==> config.mk <==
export PLATFORM = sky130hd
export DESIGN_NAME = fifo_ft245_tx
export DESIGN_NICKNAME = d
export VERILOG_FILES = /design/src/rtl/fifo_ft245_tx_pkg.sv /design/src/rtl/fifo_ft245_tx_line_counter.sv /design/src/rtl/fifo_ft245_tx.sv
export SDC_FILE = /design/constraint.sdc
export NUM_CORES = 1
export LEC_CHECK = 0
export CAP_MARGIN = 10
export CORE_MARGIN = 4
export CORE_UTILIZATION = 40
export DETAILED_ROUTE_END_ITERATION = 6
export PLACE_DENSITY_LB_ADDON = 0.3
export REMOVE_ABC_BUFFERS = 1
export SLEW_MARGIN = 10
export SYNTH_ARGS = -nofsm -noshare
export SYNTH_HDL_FRONTEND = slang
export SYNTH_SLANG_ARGS = --single-unit
==> constraint.sdc <==
create_clock -name rclk -period 2.62 [get_ports rclk]
set_input_delay 0.524 -clock rclk [delete_from_list [all_inputs] [get_ports rclk]]
set_output_delay 0.524 -clock rclk [all_outputs]
set_load 0.02 [all_outputs]
==> src/rtl/fifo_ft245_tx_pkg.sv <==
// ft245_pkg: shared types and constants for the FT245 transmit path.
//   state_t - transmit FSM encoding (also exported on the top-level state port)
//   SYNC0   - first line-header sync byte
//   SYNC1   - second line-header sync byte
package ft245_pkg;

    typedef enum logic [2:0] {
        IDLE    = 3'd0,
        HDR0    = 3'd1,
        HDR1    = 3'd2,
        HDR2    = 3'd3,
        HDR3    = 3'd4,
        BYTE_HI = 3'd5,
        BYTE_LO = 3'd6
    } state_t;

    localparam logic [7:0] SYNC0 = 8'hAA;
    localparam logic [7:0] SYNC1 = 8'h55;

endpackage

==> src/rtl/fifo_ft245_tx_line_counter.sv <==
// line_counter: pixel-within-line and line index counters.
//   clk, rst_n : clock, asynchronous active-low reset
//   adv        : one pixel fully sent (advance pix_cnt)
//   pix_cnt    : pixel index inside the current line
//   line_cnt   : index of the current line, wraps at all-ones
//   pix_wrap   : pix_cnt is the last pixel of the line
module line_counter #(
    parameter int line_length = 768,
    parameter int line_bits   = 16
) (
    input  logic                 clk,
    input  logic                 rst_n,
    input  logic                 adv,
    output logic [line_bits-1:0] pix_cnt,
    output logic [line_bits-1:0] line_cnt,
    output logic                 pix_wrap
);

    localparam logic [line_bits-1:0] last_pix = line_bits'(line_length - 1);

    assign pix_wrap = (pix_cnt == last_pix);

    always_ff @(posedge clk or negedge rst_n) begin
        if (!rst_n) begin
            pix_cnt  <= '0;
            line_cnt <= '0;
        end else if (adv) begin
            if (pix_wrap) begin
                pix_cnt  <= '0;
                // natural binary wrap at all-ones
                line_cnt <= line_cnt + 1'b1;
            end else begin
                pix_cnt <= pix_cnt + 1'b1;
            end
        end
    end

endmodule

==> src/rtl/fifo_ft245_tx.sv <==
// fifo_ft245_tx: pops 16-bit pixel words from a FWFT fifo and sends them as
// two bytes (MSB first) on the FT232H synchronous-245 transmit bus. A 4-byte
// header (AA 55 line_hi line_lo) precedes the first pixel of every line.
//   rclk, rrst_n : read-domain clock, asynchronous active-low reset
//   enable       : allow fetching new words
//   rdata/rempty : fifo word (valid while rempty=0) and empty flag
//   rinc         : fifo pop strobe, one cycle per word
//   txe_n        : FT232H tx space available (active low)
//   wr_n/ftdata  : registered FT232H write strobe and data
//   line_cnt     : index of the line being sent
//   state        : FSM state, for observation
//
// Handshake: a byte is pending while wr_n=0; it is accepted on a rising edge
// with wr_n=0 and txe_n=0. Until accepted, wr_n and ftdata hold. A fifo word
// is consumed on a rising edge with rinc=1 (captured into word_q that edge).
module fifo_ft245_tx
    import ft245_pkg::*;
#(
    parameter int line_length = 768,
    parameter int line_bits   = 16
) (
    input  logic                 rclk,
    input  logic                 rrst_n,
    input  logic                 enable,
    input  logic [15:0]          rdata,
    input  logic                 rempty,
    output logic                 rinc,
    input  logic                 txe_n,
    output logic                 wr_n,
    output logic [7:0]           ftdata,
    output logic [line_bits-1:0] line_cnt,
    output state_t               state
);

    state_t               state_d;
    logic                 wr_n_d;
    logic [7:0]           ftdata_d;
    logic [15:0]          word_q;
    logic                 run_q;
    logic                 accept;
    logic                 fetch;
    logic                 pix_adv;
    logic                 pix_wrap;
    logic                 hdr_next;
    logic [line_bits-1:0] pix_cnt;
    logic [15:0]          line16;

    assign accept  = ~wr_n & ~txe_n;
    assign fetch   = enable & ~rempty;
    assign pix_adv = (state == BYTE_LO) & accept;
    assign line16  = 16'(line_cnt);

    // In BYTE_LO the counter is about to advance, so a new line starts when
    // the current pixel is the last one; in IDLE the counter is already there.
    assign hdr_next = (state == BYTE_LO) ? pix_wrap : (pix_cnt == '0);

    line_counter #(
        .line_length (line_length),
        .line_bits   (line_bits)
    ) u_line_counter (
        .clk      (rclk),
        .rst_n    (rrst_n),
        .adv      (pix_adv),
        .pix_cnt  (pix_cnt),
        .line_cnt (line_cnt),
        .pix_wrap (pix_wrap)
    );

    // State register with the registered bus outputs.
    always_ff @(posedge rclk or negedge rrst_n) begin
        if (!rrst_n) begin
            state  <= IDLE;
            wr_n   <= 1'b1;
            ftdata <= 8'h00;
            word_q <= 16'h0000;
            run_q  <= 1'b0;
        end else begin
            state  <= state_d;
            wr_n   <= wr_n_d;
            ftdata <= ftdata_d;
            run_q  <= 1'b1;
            if (rinc) begin
                word_q <= rdata;
            end
        end
    end

    // Next-state logic.
    always_comb begin
        state_d  = state;
        wr_n_d   = wr_n;
        ftdata_d = ftdata;
        case (state)
            IDLE: begin
                wr_n_d = 1'b1;
                if (rinc) begin
                    wr_n_d = 1'b0;
                    if (hdr_next) begin
                        state_d  = HDR0;
                        ftdata_d = SYNC0;
                    end else begin
                        state_d  = BYTE_HI;
                        ftdata_d = rdata[15:8];
                    end
                end
            end
            HDR0: if (accept) begin
                state_d  = HDR1;
                ftdata_d = SYNC1;
            end
            HDR1: if (accept) begin
                state_d  = HDR2;
                ftdata_d = line16[15:8];
            end
            HDR2: if (accept) begin
                state_d  = HDR3;
                ftdata_d = line16[7:0];
            end
            HDR3: if (accept) begin
                state_d  = BYTE_HI;
                ftdata_d = word_q[15:8];
            end
            BYTE_HI: if (accept) begin
                state_d  = BYTE_LO;
                ftdata_d = word_q[7:0];
            end
            BYTE_LO: if (accept) begin
                if (rinc) begin
                    // back-to-back word: keep wr_n low, no bubble
                    if (hdr_next) begin
                        state_d  = HDR0;
                        ftdata_d = SYNC0;
                    end else begin
                        state_d  = BYTE_HI;
                        ftdata_d = rdata[15:8];
                    end
                end else begin
                    state_d = IDLE;
                    wr_n_d  = 1'b1;
                end
            end
            default: begin
                state_d = IDLE;
                wr_n_d  = 1'b1;
            end
        endcase
    end

    // Output logic: pop only when idle (and out of reset for a cycle) or on
    // the edge that accepts the low byte of the current word.
    always_comb begin
        rinc = 1'b0;
        if (fetch) begin
            if (state == IDLE) begin
                rinc = run_q;
            end else if (state == BYTE_LO) begin
                rinc = accept;
            end
        end
    end

endmodule
==> results of run 1 <==
-- power breakdown --
| group | internal, mW | switching [mW] |
|---|---|---|
| combinational | 0.611 | 0.633 |
| clock | 0.328 | 0.352 |
| sequential | 1.17 | 0.138 |
-- Yosys cell counts (all sizes together), types with 6 or more instances --
master	instances
dfrtp	60
nor2	29
nand2	20
mux2	17
xnor2	17
nand3	15
a221oi	12
xor2	11
inv	10
nand4	10
buf	8
mux2i	8
nand2b	8
o21ai	8
nor3	6
o22a	6
-- layer usage --
metal | vias up | wire length [um]
li1 | 1185 | -
met2 | 59 | 3370
met5 | - | 0
met1 | 1244 | 3470
met4 | 0 | 187
met3 | 15 | 279
-- stage by stage --
stage               setup TNS [ps]  instances  worst slack (ps)
floorplan                        0        286               194
global placement             -38.2        448             -38.2
detailed placement           -47.4        448             -47.4
CTS                              0        462              8.74
global route                     0        462               295
finish                           0        462               353
-- cell type report --
| type | instances | area, um^2 | share of cell area, % |
|---|---|---|---|
| clock inverters | 3 | 15.0 | 0.379 |
| clock buffers | 11 | 131 | 3.32 |
| multi-input cells | 215 | 1540 | 38.9 |
| flip-flops and latches | 61 | 1530 | 38.6 |
| repair buffers | 60 | 583 | 14.7 |
| inverters | 10 | 37.5 | 0.947 |
| well taps | 102 | 128 | 3.22 |
-- state kept, by name, summed over array words and instances, names as in the netlist --
signal and cells:
wr_n 1, u_line_counter.line_cnt 16, u_line_counter.pix_cnt 16, word_q 16
ftdata 8, state 3, run_q 1
-- logic make-up after synthesis --
group / Yosys count / synth area share, %
buffers and inverters: 20 / 3.05
AO/OA/AOI/OAI: 42 / 10.3
adder cells (fa/ha/maj): 3 / 1.19
flip-flops: 61 / 48.4
AND/OR/NAND/NOR: 116 / 20.7
XOR/XNOR: 28 / 7.76
other: 1 / 0.119
multiplexers: 25 / 8.59
-- worst paths after layout --
kind	from	endpoint	slack [ps]
min	rrst_n	u_line_counter.pix_cnt[3]	170
min in group rclk	word_q[14]	word_q[14]	500
max reg2reg	u_line_counter.pix_cnt[0]	ftdata[4]	500
max in group asynchronous	rrst_n	wr_n	2120
min reg2reg	word_q[14]	word_q[14]	500
max	state[0]	state[0]	350
-- worst max-delay path, cell delays in order (launching register included) --
cell	delay, ps
dfrtp_1	360
buf_4	360
clkdlybuf4s50_1	680
==> results by group, run 1 <==
Setup path
  • CP startpoint kind: flop
  • Crit path max fanout: 29
  • WP data arrival: 1740 ps
  • CP endpoint kind: primary output
  • Critical setup path kind: reg -> out
  • Worst EP required: 2100 ps
  • R2r worst-path depth: 6

Clocking
  • Setup Fix Bufs, Post-CTS: 0
  • Count of clock tree sinks: 61
  • CTS buffer count: 9
  • CTS resizes: 1
  • TritonCTS clock tree: built
  • Clock-pin slew on the worst setup and hold paths: 70 ps
  • Root Driver: clkbuf_8
  • Post-CTS Hold Fix Bufs: 0
  • Clk Latency, worst-skew pair: 340 ps
  • Longest Clk Path Bufs: 2
  • Htree depth: 3

Routing
  • First drt pass iteration count: 4
  • Wire per inst: 15.8 um
  • Initial drt markers: 134
  • Antenna viol nets, final: 0
  • Post-route DRC violation count: 0
  • Vias/cell: 5.42
  • Routed wire length: 7310 um
  • Routed vias: 2503

Global route
  • Initial antenna violation count: 0
  • GR met3 Demand/Resource: 3.53%
  • Met1 Use GR: 22.1%
  • GRT Util Overall: 16.4%
  • GR Util met2: 25.4%
  • Global-route wire length before repair: 12400 um
  • Number of global-route vias before repair: 2589
  • Most used routing layer: met2
  • Largest net degree at the start of global routing: 62
  • Grt total ovfl: 0

Power
  • Tot Pwr: 3.23 mW
  • Lkg Pwr: 1.74 nW
  • Pwr dens: 815 mW/mm^2
  • Worst vdd ir: 0.450 mV

Synthesis
  • Synth Flop Type: dfrtp_1
  • Register bit total from synthesis: 61
  • Syn_area_per_cell: 10.7 um^2
  • Area leader, netlist: dfrtp_1
  • Area contributors post-synth: dfrtp_1 (48%), mux2_2 (6.1%), xnor2_1 (4.7%)
  • EDFF count, synth: 0
  • Cell Area, Synth: 0.00316 mm^2
  • Cells after synthesis: 296
  • Synth Warn #: 0
  • Seq/Total Area, Yosys: 48.4%
  • Ys async rst share: 100%
  • Cell variety after synth: 51
  • Top-area cell type share of the netlist area: 47.5%

STA
  • Skew final: 5.99 ps
  • Fin crit period: 2270 ps
  • Final Max Slew Viols: 0
  • Hold Violations, Final: 0
  • # setup viols final: 0
  • FMAX: 0.441 GHz
  • Period utilization: 86.5%
  • Worst hold margin: 174 ps
  • RSZ-0062 raised after global routing: no

Worst hold path
  • Worst min path class: in -> async

Place
  • # port buffers: 49
  • Final GP Congestion: 0.854
  • Post-DP HPWL: 5170 um
  • Placed Area: 0.00381 mm^2

Job
  • Max-cap violations: 0

Layout
  • Finished Core Util: 51.5%
  • Cell area after layout: 0.00396 mm^2
  • Most frequent cells in the layout: dfrtp_1 (60), clkdlybuf4s50_1 (47), nor2_1 (26)
  • Area grow syn2layout: 25.4%
  • Commonest non-fill, non-tap cell in the layout: dfrtp_1
  • # diodes: 0
  • Share of layout cells above drive strength 1: 15.6%
  • Fillers: 698
  • Nets: 381

Floorplan
  • Starting Density: 41.1%
  • Full die area: 0.00938 mm^2
  • Die Ht: 96.9 um
  • Die Wd: 96.9 um
  • IO Count: 50
  • Core Rows: 32
  • Core region area: 0.00769 mm^2

Status
  • Status: completed
(Power assumes the default switching activity.)
==> run 2: changes to the inputs <==
--- a/config.mk
+++ b/config.mk
@@ -14,4 +14,5 @@
 export SLEW_MARGIN = 10
 export SYNTH_ARGS = -nofsm -noshare
 export SYNTH_HDL_FRONTEND = slang
+export SYNTH_HIERARCHICAL = 1
 export SYNTH_SLANG_ARGS = --single-unit
==> results by group, run 2 <==
Status
  • Status: completed

Floorplan
  • Die Ht: 98.9 um (+2.0%)
  • IO Count: 50 (unchanged)
  • Core Rows: 32 (unchanged)
  • Full die area: 0.00977 mm^2 (+4.1%)
  • Core region area: 0.00789 mm^2 (+2.6%)
  • Die Wd: 98.9 um (+2.0%)
  • Starting Density: 41.9% (+0.77 points)

Routing
  • Wire per inst: 17.5 um (+10%)
  • Antenna viol nets, final: 0 (unchanged)
  • Post-route DRC violation count: 0 (unchanged)
  • First drt pass iteration count: 5 (+1)
  • Vias/cell: 5.78 (+6.6%)
  • Routed wire length: 8560 um (+17%)
  • Initial drt markers: 175 (+31%)
  • Routed vias: 2831 (+13%)

Clocking
  • Post-CTS Hold Fix Bufs: 0 (unchanged)
  • Longest Clk Path Bufs: 2 (unchanged)
  • TritonCTS clock tree: built
  • Clk Latency, worst-skew pair: 340 ps (about the same)
  • CTS buffer count: 9 (unchanged)
  • Htree depth: 3 (unchanged)
  • Count of clock tree sinks: 61 (unchanged)
  • Root Driver: clkbuf_8
  • Clock-pin slew on the worst setup and hold paths: 70 ps (about the same)

Layout
  • Most frequent cells in the layout: dfrtp_1 (60), clkdlybuf4s50_1 (47), buf_4 (21)
  • Commonest non-fill, non-tap cell in the layout: dfrtp_1
  • Post-Layout Cell Count: 490 (+6.1%)
  • Area grow syn2layout: 29.1%
  • Share of layout cells above drive strength 1: 16.5% (+0.94 points)
  • Nets: 406 (+6.6%)
  • # diodes: 0 (unchanged)
  • Biggest regs: u_line_counter/line_cnt x16, u_line_counter/pix_cnt x16, word_q x16
  • Fillers: 704 (+0.86%)

Synthesis
  • Post-Synth Simple-Gate Area: 20.2% (-0.48 points)
  • Largest family of logic cells by synthesized area: simple AND/OR/NAND/NOR gates
  • Synth Area in XOR/XNOR: 6.90% (-0.87 points)
  • Cells after synthesis: 318 (+7.4%)
  • Cell Area, Synth: 0.00330 mm^2 (+4.5%)
  • Area leader, netlist: dfrtp_1
  • Cell variety after synth: 59 (+16%)
  • Complex-gate fraction of the synthesized area: 14.9% (+4.6 points)
  • Synth Flop Type: dfrtp_1
  • Most common cell in the netlist: dfrtp_1
  • Top-area cell type share of the netlist area: 45.5% (-2.1 points)
  • EDFF count, synth: 0 (unchanged)
  • Syn_area_per_cell: 10.4 um^2 (-2.7%)
  • Adder-Cell Fraction of Synth Area: 1.06% (-0.13 points)
  • Area contributors post-synth: dfrtp_1 (45%), xor2_1 (4.8%), mux2_2 (4.1%)
  • Synth Warn #: 6 (+6)
  • Register bit total from synthesis: 61 (unchanged)
  • Seq/Total Area, Yosys: 46.3% (-2.1 points)
  • Ys async rst share: 100% (unchanged)
  • Proportion of synthesized area in mux cells: 7.46% (-1.1 points)
  • Commonest cells post-synth: dfrtp_1 (60), xor2_1 (18), nand3_1 (17)

Setup path
  • Worst EP required: 2100 ps (about the same)
  • CP startpoint: txe_n
  • Critical setup path kind: in -> out
  • CP startpoint kind: input port
  • Crit path max fanout: 3 (-90%)
  • Worst r2r src: u_line_counter/pix_cnt[8]
  • WP data arrival: 1850 ps (+110 ps)
  • R2r setup slk: 290 ps (-210 ps)
  • R2r worst-path depth: 6 (unchanged)
  • CP endpoint kind: primary output
  • R2R Path End: ftdata[7]

Power
  • Flop pwr share: 36.0% (-4.4 points)
  • Lkg Pwr: 1.84 nW (+5.8%)
  • Switching Fraction: 33.9% (-0.93 points)
  • P_sw: 1.26 mW (+12%)
  • Clock power share: 28.0% (+6.9 points)
  • Worst vdd ir: 0.345 mV (-23%)
  • Combinational power share: 36.0% (-2.5 points)
  • Pint: 2.46 mW (+17%)
  • Pwr dens: 872 mW/mm^2 (+7.0%)

STA
  • Slew HR: 48.3%
  • FMAX: 0.421 GHz (-4.5%)
  • Final Max Slew Viols: 0 (unchanged)
  • Period utilization: 90.6% (+4.1 points)
  • Slew of the pin with the lowest slew margin: 771 ps
  • RSZ-0062 raised after global routing: no
  • # setup viols final: 0 (unchanged)
  • Setup_tns: 0 ps (unchanged)
  • Fin crit period: 2370 ps (+107 ps)
  • Skew final: 15.4 ps (+9.39 ps)
  • Hold Violations, Final: 0 (unchanged)

Global route
  • Global-route wire length before repair: 14000 um (+13%)
  • Number of global-route vias before repair: 2766 (+6.8%)
  • Initial antenna violation count: 0 (unchanged)
  • Largest net degree at the start of global routing: 40 (-35%)
  • Grt total ovfl: 0 (unchanged)
  • GRT Util Overall: 17.9% (+1.6 points)

Place
  • Post-placement cell count: 474 (+5.8%)
  • Post-DP HPWL: 6120 um (+18%)
  • Final GP Congestion: 0.839 (-1.7%)
  • # port buffers: 49 (unchanged)

Job
  • Max-cap violations: 0 (unchanged)

Worst hold path
  • Worst min path class: in -> async
==> run 2: power groups by stage <==
stage	clock network (mW)	logic (mW)	registers (mW)
global placement	0	1.31	1.34
detailed placement	0	1.34	1.35
global route	1.11	1.47	1.36
finish	1.04	1.34	1.34
CTS	1.07	1.34	1.34
floorplan	0	0.683	1.50
==> run 2: layout make-up <==
cell class	instances	area, um^2	area share [%]
multi-input combinational	232	1670	39.2
sequential	61	1530	35.8
timing repair buffer	71	662	15.5
tap	102	128	2.99
clock buffer	9	124	2.90
clock inverter	7	123	2.88
inverter	8	30.0	0.704
==> run 2: per-stage QoR <==
step	total power [mW]	utilization [%]	cell area [um^2]	setup slack [ps]	hold slack [ps]
final	3.72	54.1	4260	246	173
after global placement	2.66	51.0	4020	-12.8	473
after detailed placement	2.69	51.0	4020	-26.1	482
after global routing	3.94	54.1	4260	146	205
after CTS	3.74	54.1	4260	244	173
after floorplan	2.18	-	3230	-324	228
==> run 2: kinds of logic (layout without fill, tap and decap cells) <==
logic type,count (synthesis),in the layout
DFF,61,61
AOI/OAI and AO/OA,67,67
muxes,22,22
other,1,1
xor gates and xnor gates,26,26
buffers and inverters,25,95
and+or+nand+nor,113,113
adders and majority gates,3,3
==> run 2: timing repair <==
item	CTS	global route
setup buffers	0	0
setup endpoints to repair	1	0
resized for setup	1	0
==> run 2: critical path: stages <==
cell and delay, ps:
clkdlybuf4s50_1 410, or2_0 290, nor2_1 150, o21ai_2 80, inv_1 70, dlygate4sd2_1 330
==> run 2: how the worst max path moves through the flow <==
stage | endpoint | slack, ps | cells after the start
5_1_grt | ftdata[7] | 150 | 6
3_5_place_dp | rinc | -30 | 6
3_3_place_gp | rinc | -10 | 6
2_1_floorplan | u_line_counter/line_cnt[10] | -320 | 7
4_1_cts | rinc | 240 | 6
6_report | rinc | 250 | 6
==> run 2: routing by layer <==
layer  global-route usage [%]  routed length, um  vias to the layer above
li1                         -                  -                     1329
met1                     24.4               3920                     1398
met2                     28.1               4070                       90
met3                     3.33                427                       14
met4                     7.46                142                        0
met5                        0                  0                        -
